**config.mk**
```make
export PLATFORM = sky130hd
export DESIGN_NAME = pot_sequencer
export DESIGN_NICKNAME = d
export VERILOG_FILES = /design/src/rtl/pot_sequencer.sv
export SDC_FILE = /design/constraint.sdc
export NUM_CORES = 1
export LEC_CHECK = 0
export CELL_PAD_IN_SITES_DETAIL_PLACEMENT = 0
export CELL_PAD_IN_SITES_GLOBAL_PLACEMENT = 1
export CORE_MARGIN = 2
export CORE_UTILIZATION = 44
export DETAILED_ROUTE_END_ITERATION = 8
export GPL_TIMING_DRIVEN = 0
export PLACE_DENSITY = 0.88
export SETUP_SLACK_MARGIN = 0.5
export SLEW_MARGIN = 15
export SYNTH_ARGS = -nofsm -noshare
export SYNTH_HDL_FRONTEND = slang
export SYNTH_SLANG_ARGS = --single-unit
```
**constraint.sdc**
```tcl
create_clock -name clk -period 3.8 [get_ports clk]
set_input_delay 0.76 -clock clk [delete_from_list [all_inputs] [get_ports clk]]
set_output_delay 0.76 -clock clk [all_outputs]
set_load 0.01 [all_outputs]
```
**src/rtl/pot_sequencer.sv**
```systemverilog
// Pot sweep sequencer: scans six A2D channels, commits all gains on smpl_vld.
// Define POT_AVG_EN to average two back-to-back conversions per slot.
module pot_sequencer #(
  parameter int SETTLE_CYCLES  = 16,
  parameter int TIMEOUT_CYCLES = 4096
) (
  input  logic        clk,
  input  logic        rst,
  input  logic        enable,
  input  logic        smpl_vld,
  output logic        strt_cnv,
  output logic [2:0]  chnnl,
  input  logic        cnv_cmplt,
  input  logic [11:0] res,
  output logic [11:0] LP_gain,
  output logic [11:0] B1_gain,
  output logic [11:0] B2_gain,
  output logic [11:0] B3_gain,
  output logic [11:0] HP_gain,
  output logic [11:0] VOLUME,
  output logic        sweep_done,
  output logic        tmo_err
);

  localparam logic [2:0] IDLE   = 3'd0;
  localparam logic [2:0] REQ    = 3'd1;
  localparam logic [2:0] WAIT   = 3'd2;
  localparam logic [2:0] SETTLE = 3'd3;
  localparam logic [2:0] COMMIT = 3'd4;

  localparam int CMAX = (TIMEOUT_CYCLES > SETTLE_CYCLES) ?
                        TIMEOUT_CYCLES : SETTLE_CYCLES;
  localparam int CW = $clog2(CMAX + 1);
  localparam logic [11:0] UNITY = 12'h800;

  logic [2:0]    state;
  logic [2:0]    idx;
  logic [CW-1:0] cnt;
  logic          abort;
  logic          ph;
  logic [11:0]   shadow [6];
  logic [11:0]   gain [6];
  logic          tmo;
  logic          done;
  logic          first;
  logic          keep;
  logic [11:0]   val;

`ifdef POT_AVG_EN
  logic [11:0] r1;
  logic        t1;
  logic [12:0] sum;

  assign sum   = {1'b0, r1} + {1'b0, res};
  assign first = ~ph;
  assign keep  = t1 | ~cnv_cmplt;
  assign val   = 12'(sum >> 1);
`else
  assign first = 1'b0;
  assign keep  = ~cnv_cmplt;
  assign val   = res;
`endif

  function automatic logic [2:0] chan(input logic [2:0] i);
    case (i)
      3'd0:    chan = 3'd1;
      3'd1:    chan = 3'd0;
      3'd2:    chan = 3'd4;
      3'd3:    chan = 3'd2;
      3'd4:    chan = 3'd3;
      3'd5:    chan = 3'd7;
      default: chan = 3'd0;
    endcase
  endfunction

  // Request is withheld if enable drops in REQ, so no orphan conversion.
  assign strt_cnv = (state == REQ) & enable;
  assign chnnl    = strt_cnv ? chan(idx) : 3'd0;

  assign tmo  = (cnt == CW'(TIMEOUT_CYCLES - 1));
  assign done = cnv_cmplt | tmo;

  assign LP_gain = gain[0];
  assign B1_gain = gain[1];
  assign B2_gain = gain[2];
  assign B3_gain = gain[3];
  assign HP_gain = gain[4];
  assign VOLUME  = gain[5];

  always_ff @(posedge clk) begin
    sweep_done <= 1'b0;
    if (rst) begin
      state   <= IDLE;
      idx     <= 3'd0;
      cnt     <= '0;
      abort   <= 1'b0;
      ph      <= 1'b0;
      tmo_err <= 1'b0;
`ifdef POT_AVG_EN
      r1      <= 12'h000;
      t1      <= 1'b0;
`endif
      for (int i = 0; i < 6; i++) begin
        shadow[i] <= UNITY;
        gain[i]   <= UNITY;
      end
    end else begin
      case (state)
        IDLE: begin
          if (enable) begin
            idx   <= 3'd0;
            ph    <= 1'b0;
            state <= REQ;
          end
        end
        REQ: begin
          if (!enable) begin
            state <= IDLE;
          end else begin
            cnt   <= '0;
            abort <= 1'b0;
            state <= WAIT;
          end
        end
        WAIT: begin
          if (!enable) abort <= 1'b1;
          if (done) begin
            cnt <= '0;
            if (!cnv_cmplt) tmo_err <= 1'b1;
            if (first) begin
              ph <= 1'b1;
`ifdef POT_AVG_EN
              r1 <= res;
              t1 <= ~cnv_cmplt;
`endif
            end else begin
              ph <= 1'b0;
              if (!keep) shadow[idx] <= val;
            end
            if (abort || !enable)
              state <= IDLE;
            else if (!first && idx == 3'd5)
              state <= COMMIT;
            else
              state <= SETTLE;
          end else begin
            cnt <= cnt + 1'b1;
          end
        end
        SETTLE: begin
          if (!enable) begin
            state <= IDLE;
          end else if (cnt == CW'(SETTLE_CYCLES - 1)) begin
            if (!ph) idx <= idx + 3'd1;
            state <= REQ;
          end else begin
            cnt <= cnt + 1'b1;
          end
        end
        COMMIT: begin
          if (!enable) begin
            state <= IDLE;
          end else if (smpl_vld) begin
            for (int i = 0; i < 6; i++) gain[i] <= shadow[i];
            sweep_done <= 1'b1;
            state      <= IDLE;
          end
        end
        default: state <= IDLE;
      endcase
    end
  end

endmodule

```
* Yosys cells after proc, flatten, opt, wreduce, memory -nomap -nowiden
Memory sizes are Yosys's and may differ from the RTL's. Index checks and enable logic that the tools add are counted.
Cells by class: add/subtract/negate cells 2, eq/ne operators 20, multiplexer cells 48, bitwise gates (word level) 9, reductions and logical operators 15
Operator list (number):
- $mux 12 | 7
- $mux 13 | 4
- $mux 3 | 14
- $pmux 13 s3 | 1
- $pmux 3 s5 | 2
- $mux 1 | 16
- $ne 2x2->1 const B | 8
- $add 13x1->13 const B | 1
- $eq 13x12->1 const B | 1
- $eq 13x4->1 const B | 1
- $eq 3x2->1 const B | 4
- $reduce_or 12->1 | 1
- $eq 3x3->1 const B | 3
- $reduce_and 3->1 | 3
- $reduce_and 4->1 | 2
- $or 1x1->1 | 7
- $logic_not 3->1 | 2
- $ne 3x3->1 const B | 2
- $pmux 3 s2 | 1
- $reduce_bool 2->1 | 3
- $reduce_and 5->1 | 1
- $pmux 1 s2 | 2
- $add 3x1->3 const B | 1
- $eq 3x1->1 const B | 1
- 6 further kinds | 6
Word-level totals: register bits 23, RAM bits 144, bits of input ports 17, output and inout bits 78, word-level logic and storage cells 103, memories kept 2
Memories:
- gain | depth 6, width 12, rd ports 6, clocked after memory_dff 0, wr ports 6, line 42 | logic [11:0] gain [6];
- shadow | depth 6, width 12, rd ports 6, clocked after memory_dff 0, wr ports 6, line 41 | logic [11:0] shadow [6];

* Depth between registers and ports, before layout
Gate-level depths: netlist of the first run.
depth in word-level cells 8, depth in mapped cells 7

* Worst setup path before layout of the first run
OpenSTA, ideal clock, no wires.
path kind input port to flip-flop, start input rst, end memory gain[0][0], enable pin, data arrival time 3.052 ns, data required time 3.358 ns, slack 0.305 ns, cell stages on the path 3, path buffers 2, path through clkbuf_1 clkbuf_1 nand2b_1
RTL lines:
- start, declared | line 8 | input logic rst,
- end, declared | line 42

* Worst setup path after layout of the first run
start register idx[1], end output chnnl[1]
Between the ends: longest elaborated chain between the ends 3, elaborated cells on any way between the ends 7, those cells by class eq/ne (4); mux (2); reduce/logical (1)
Ends and longest elaborated chain:
- start, declared | line 37 | logic [2:0] idx;
- start signal, assigned | line 154 | if (!ph) idx <= idx + 3'd1;
- $eq 3x3->1 (tied with other cells) | line 65 | case (i)
- $pmux 3 s5 * | line 65
- $mux 3 * | line 78 | assign chnnl = strt_cnv ? chan(idx) : 3'd0;
- end, declared | line 12 | output logic [2:0] chnnl,
Every way passes the cells marked *; elsewhere a longest branch is shown, timed or not.

==> qor.yml, run 1 <==
final_layout:
  areaGrowthSynthToFinish_pct: 27.4
  nets: 631
  fin_cells: 805
  final_area_sq_um: 8480
  diodes: 0
  drive_above_1_share_pct: 10.1
die:
  dieHeight_um: 127
  rows: 44
  initial_core_util_pct: 45.4
  fp.dieArea_sq_um: 16100
  io_pins: 95
  die_x_um: 127
  core_sq_um: 14600
synthesis:
  seq_area_frac_synth_pct: 71.6
  synthDistinctLibCells: 56
  yosys_warnings: 0
  synthArstFlopShare_pct: 0
  synth_edf_count: 144
  syn_nets: 518
  synthCells: 495
  ys_ff_latch: 166
  syn-mean-instance-area_sq_um: 13.4
  synthFlopType: "edfxtp_1"
  syn_area_sq_um: 6650
timing:
  final.setup.tns_ns: 0
  fin_crit_ns: 2.89
  hold_viol: 0
  fmaxAchievable_mhz: 346
  maxSlewViolCount: 0
  rsz0062_at_grt: "false"
  setup_viol: 0
  worst_slew_pin_slew_ns: 0.600
  finalCritPeriodShare_pct: 76.0
  clock_skew_ns: 0.00855
  max-slew-margin-rel_pct: 60.0
clocking:
  clock_sinks: 166
  root_buffer: "clkbuf_16"
  cts-resized-gates: 0
  postCtsHoldBufs: 0
  cts_tree: "yes"
  clockBufferDepth: 2
  clk_latency_ns: 0.42
  cts_buffers: 17
  htreeDepth: 4
  clk_pin_slew_worst_paths_ns: 0.06
  postCtsSetupBuffers: 0
placed_design:
  post_dp_cell_area_sq_um: 7850
  io_buffers: 93
  hpwl_um: 9220
  dp_cells: 773
  gp_congestion: 0.865
worst_setup_path:
  critPathArrivalTime_ns: 2.13
  crit_path_end_kind: "output pin"
  cp-start-kind: "register"
  cp_max_fo: 8
  critical_path_required_ns: 3.04
  crit_type: "register to output pin"
power:
  leakage_uw: 0.00299
  irDropWorstVdd_mv: 0.353
  powerDensity_nw_per_um2: 482
run:
  maxCapViolations: 0
route:
  vias: 4147
  dr.pass1.iters: 5
  drt-total-wl_um: 13300
  initialDrtViolationCount: 297
  ant_nets: 0
  avgViaCountPerCell: 5.15
  wl_per_cell_um: 16.5
  drc_errors: 0
global_routing:
  grt.overflow.total: 0
  antenna_found_initial: 0
  grt_max_degree: 58
  grt_pass1_vias: 3951
  grt_usage_pct: 17.0
  grt_pass1_wl_um: 20700
run_status:
  status: "completed"
min_path:
  min_path_type: "register to register"
## routing by layer
metal	vias up	GRT usage [%]	part of all wire (%)
li1	1984	-	-
met1	1965	22.3	44
met2	176	26.3	47
met3	22	5.23	7.2
met4	0	7.37	1.9
met5	-	0	0
## layout by cell type (no fill, tap or decap), types with 4 or more instances in the layout
cell	instances
edfxtp_1	144
clkdlybuf4s50_1	93
nor2_1	77
and2_1	68
dfxtp_1	22
nand2_1	20
inv_1	17
clkbuf_16	17
clkbuf_1	13
nand3_1	13
or3_1	9
a21oi_1	8
nand4_1	8
xor2_1	8
buf_2	7
nand2_2	7
ha_1	6
o21ai_0	5
nand2b_1	5
a31oi_1	5
nor3_1	4
clkinvlp_4	4
bufinv_16	4
## per-stage QoR
stage               setup slack, ns  hold WS (ns)  utilization, %  power, uW
detailed placement            0.707         0.475            53.6       2330
CTS                           0.901         0.497            57.9       4110
global route                  0.758         0.537            57.9       4200
global placement             0.0319         0.461            53.4       2320
floorplan                      1.12         0.457               -       2210
finish                        0.913         0.482            57.9       4090
## worst max-delay path, stage by stage (launching register included)
cell and delay, ns:
dfxtp_1 0.39, inv_1 0.22, ha_1 0.26, o21ai_0 0.11, a21oi_1 0.17, clkdlybuf4s50_1 0.55
## synthesized netlist by cell type, drive strengths merged (2+ instances only)
master | number | area share [%]
nand2b | 7 | 0.77
or3 | 9 | 0.85
a21o | 2 | 0.23
o21ai | 5 | 0.38
a31o | 3 | 0.39
a21oi | 9 | 0.73
nand2 | 28 | 2.0
and2 | 68 | 6.4
clkbuf | 12 | 0.68
nor2b | 2 | 0.19
o31ai | 2 | 0.23
nor3 | 5 | 0.45
ha | 6 | 1.1
nand3 | 14 | 1.1
inv | 17 | 0.96
nand4 | 9 | 1.1
edfxtp | 144 | 65
and2b | 2 | 0.24
and3 | 3 | 0.28
nor2 | 77 | 4.3
a31oi | 5 | 0.47
nor4 | 2 | 0.28
dfxtp | 22 | 6.6
and4 | 2 | 0.26
nand3b | 2 | 0.23
nor3b | 4 | 0.53
buf | 9 | 0.86
xor2 | 8 | 1.1
## flip-flops by register name (all words and copies together) (netlist names)
register,flops
abort,1
state,3
shadow,72
idx,3
sweep_done,1
cnt,13
gain,72
tmo_err,1
## cell families (layout without fill, tap and decap cells)
| family | Yosys count | after routing | share of synthesized area [%] |
|---|---|---|---|
| buf+inv | 38 | 164 | 2.50 |
| xor+xnor | 8 | 8 | 1.05 |
| simple gates | 243 | 243 | 20.3 |
| compound gates | 34 | 34 | 3.40 |
| fa+ha+maj | 6 | 6 | 1.13 |
| flops | 166 | 166 | 71.6 |
## where the power goes
group | switching [uW] | internal (uW) | total, uW
Clock | 695 | 1110 | 1800
Combinational | 132 | 99.5 | 231
Sequential | 26.0 | 2030 | 2060
Total | 852 | 3240 | 4090
## final timing paths
check,from,end,slack (ns),cells past startpoint
max,idx[1],chnnl[1],0.91,5
min,tmo_err,tmo_err,0.48,2
max reg2reg,state[0],gain[3][3],1.34,6
min reg2reg,tmo_err,tmo_err,0.48,2
## layout make-up
cell class / count / area (sq um)
Clock inverter: 14 / 199
Fill cell: 1121 / 6170
Buffer: 21 / 103
Inverter: 17 / 63.8
Sequential cell: 166 / 4760
Tap cell: 184 / 230
Multi-Input combinational cell: 291 / 1730
Clock buffer: 18 / 429
Timing Repair Buffer: 94 / 958
Power figures use the tool's default switching activity.
==> run 2: changes to the inputs <==
--- a/config.mk
+++ b/config.mk
@@ -8,10 +8,10 @@
 export CELL_PAD_IN_SITES_DETAIL_PLACEMENT = 0
 export CELL_PAD_IN_SITES_GLOBAL_PLACEMENT = 1
 export CORE_MARGIN = 2
-export CORE_UTILIZATION = 44
+export CORE_UTILIZATION = 40
 export DETAILED_ROUTE_END_ITERATION = 8
 export GPL_TIMING_DRIVEN = 0
-export PLACE_DENSITY = 0.88
+export PLACE_DENSITY = 0.85
 export SETUP_SLACK_MARGIN = 0.5
 export SLEW_MARGIN = 15
 export SYNTH_ARGS = -nofsm -noshare
==> constraint.sdc (replaced) <==
create_clock -name clk -period 2.6 [get_ports clk]
set_input_delay 0.52 -clock clk [delete_from_list [all_inputs] [get_ports clk]]
set_output_delay 0.52 -clock clk [all_outputs]
set_load 0.01 [all_outputs]
==> run 2 against run 1 <==
  * Clock power is 25% higher
  * Clock-buffer cell count decreased by 1
  * Critical path depth is 1 higher
  * Critical endpoint unchanged
  * Wire length rose by 3.1%
  * Sequential share of layout area shrank 0.33 points
  * Global-route usage is 0.83 points lower
  * Highest routed layer unchanged
==> qor.yml, run 2 (synthesis gave the netlist of run 1 again) <==
global_routing:
  grt_pass1_vias: 4019
  grt.overflow.total: 0
  grt_pass1_wl_um: 21600
  antenna_found_initial: 0
  grt_usage_pct: 16.1
  grt_max_degree: 19
run:
  maxCapViolations: 0
min_path:
  min_path_type: "register to register"
  min_to: "tmo_err"
  hp-start: "tmo_err"
  hold_depth: 2
die:
  rows: 47
  initial_core_util_pct: 40.6
  dieHeight_um: 133
  die_x_um: 133
  io_pins: 95
  core_sq_um: 16400
  fp.dieArea_sq_um: 17700
route:
  vias: 4155
  wl_met3_um: 693
  dr.pass1.iters: 4
  wl_met2_um: 6650
  top_layer_used: "met4"
  drc_errors: 0
  ant_nets: 0
  initialDrtViolationCount: 238
  avgViaCountPerCell: 4.89
  wl_met1_um: 6050
  drt-total-wl_um: 13700
  wl_per_cell_um: 16.1
timing:
  fin_ws_ns: 0.556
  setup_viol: 0
  clock_skew_ns: 0.00971
  fmaxAchievable_mhz: 489
  rsz0062_at_grt: "true"
  worst_slew_pin_slew_ns: 0.472
  hold_viol: 0
  finalCritPeriodShare_pct: 78.6
  final.setup.tns_ns: 0
  max-slew-margin-rel_pct: 68.2
  maxSlewViolCount: 0
  fin_crit_ns: 2.04
power:
  powerDensity_nw_per_um2: 656
  irDropWorstVdd_mv: 0.497
  leakage_uw: 0.00303
  finalPower_uw: 5610
final_layout:
  nets: 639
  drive_above_1_share_pct: 15.7
  diodes: 0
  top_regs: "gain: 72 flops, shadow: 72 flops, cnt: 13 flops"
  fin_cells: 849
  final_util_pct: 52.1
  areaGrowthSynthToFinish_pct: 28.5
  most-common-layout-cells: "edfxtp_1 (144), clkdlybuf4s50_1 (89), nor2_1 (75), and2_1 (68), nand2_1 (19)"
  layout_commonest_cell: "edfxtp_1"
worst_setup_path:
  crit_path_end_kind: "output pin"
  worstReg2RegStart: "state[0]"
  r2r_slack_ns: 0.59
  r2r_end: "shadow[3][5]"
  cp-start-kind: "register"
  crit_slowest_cell: "dfxtp_1"
  path_common_cell: "clkbuf_2"
  critical_path_required_ns: 2.08
  crit_path_max_incr_delay_ns: 0.30
  crit_chain: "clkbuf_2 > inv_2 > ha_1 > inv_1 > a21oi_1 > clkbuf_2"
  critPathArrivalTime_ns: 1.52
  crit_type: "register to output pin"
  ff2ff_path_depth: 6
  cp_max_fo: 9
placed_design:
  io_buffers: 93
  dp_slack_ns: -0.470
  hpwl_um: 9190
  gp_congestion: 0.768
  dp_cells: 808
clocking:
  cts_buffers: 17
  clock_sinks: 166
  cts_tree: "yes"
  root_buffer: "clkbuf_16"
  postCtsHoldBufs: 0
  clk_latency_ns: 0.42
  clockBufferDepth: 2
  htreeDepth: 4
  clk_pin_slew_worst_paths_ns: 0.07
run_status:
  status: "completed"
run 2: per-stage QoR:
step,instance area (sq um),hold WS (ns)
2_1_floorplan,6660,0.457
3_3_place_gp,7870,0.462
3_5_place_dp,7870,0.473
4_1_cts,8490,0.493
5_1_grt,8550,0.521
6_report,8550,0.482
run 2: cell type report:
type | instances | area [sq um]
multi-input cells | 294 | 1830
clock inverters | 15 | 105
inverters | 17 | 63.8
well taps | 220 | 275
flip-flops and latches | 166 | 4780
fillers | 1364 | 7850
repair buffers | 99 | 960
plain buffers | 21 | 113
clock buffers | 17 | 425
run 2: repair_timing:
action,CTS,global route
resized for setup,33,21
endpoints found under the setup margin,204,161
setup buffers,2,4
pin swaps,2,1
gates cloned,3,0
run 2: per-layer routing:
metal	global-route usage, %	up-vias
met5	0	-
met4	6.57	0
met3	3.64	20
met2	26.3	133
met1	21.0	1999
li1	-	2003
run 2: how the worst max path moves through the flow:
| stage | from | endpoint | slack (ns) | cells after the start |
|---|---|---|---|---|
| final | idx[2] | chnnl[1] | 0.56 | 6 |
| after global routing | idx[2] | chnnl[1] | 0.39 | 6 |
| after CTS | idx[0] | chnnl[1] | 0.39 | 5 |
| after detailed placement | rst | gain[5][1] | -0.47 | 4 |
| after global placement | rst | gain[5][1] | -0.42 | 4 |
| after floorplan | rst | gain[0][0] | 0.56 | 3 |
run 2: power breakdown:
group          leakage [uW]  switching (uW)  total (uW)  internal (uW)
combinational       0.00116             202         355            153
sequential          0.00163            37.3        3010           2970
clock              0.000247            1030        2250           1220
total               0.00303            1270        5610           4340
run 2: critical path: cells and delay by family, from the launching register on:
family / cells / cell delay (ns)
fa+ha+maj: 1 / 0.15
buf+inv: 4 / 0.50
compound gates: 1 / 0.16
flops: 1 / 0.30
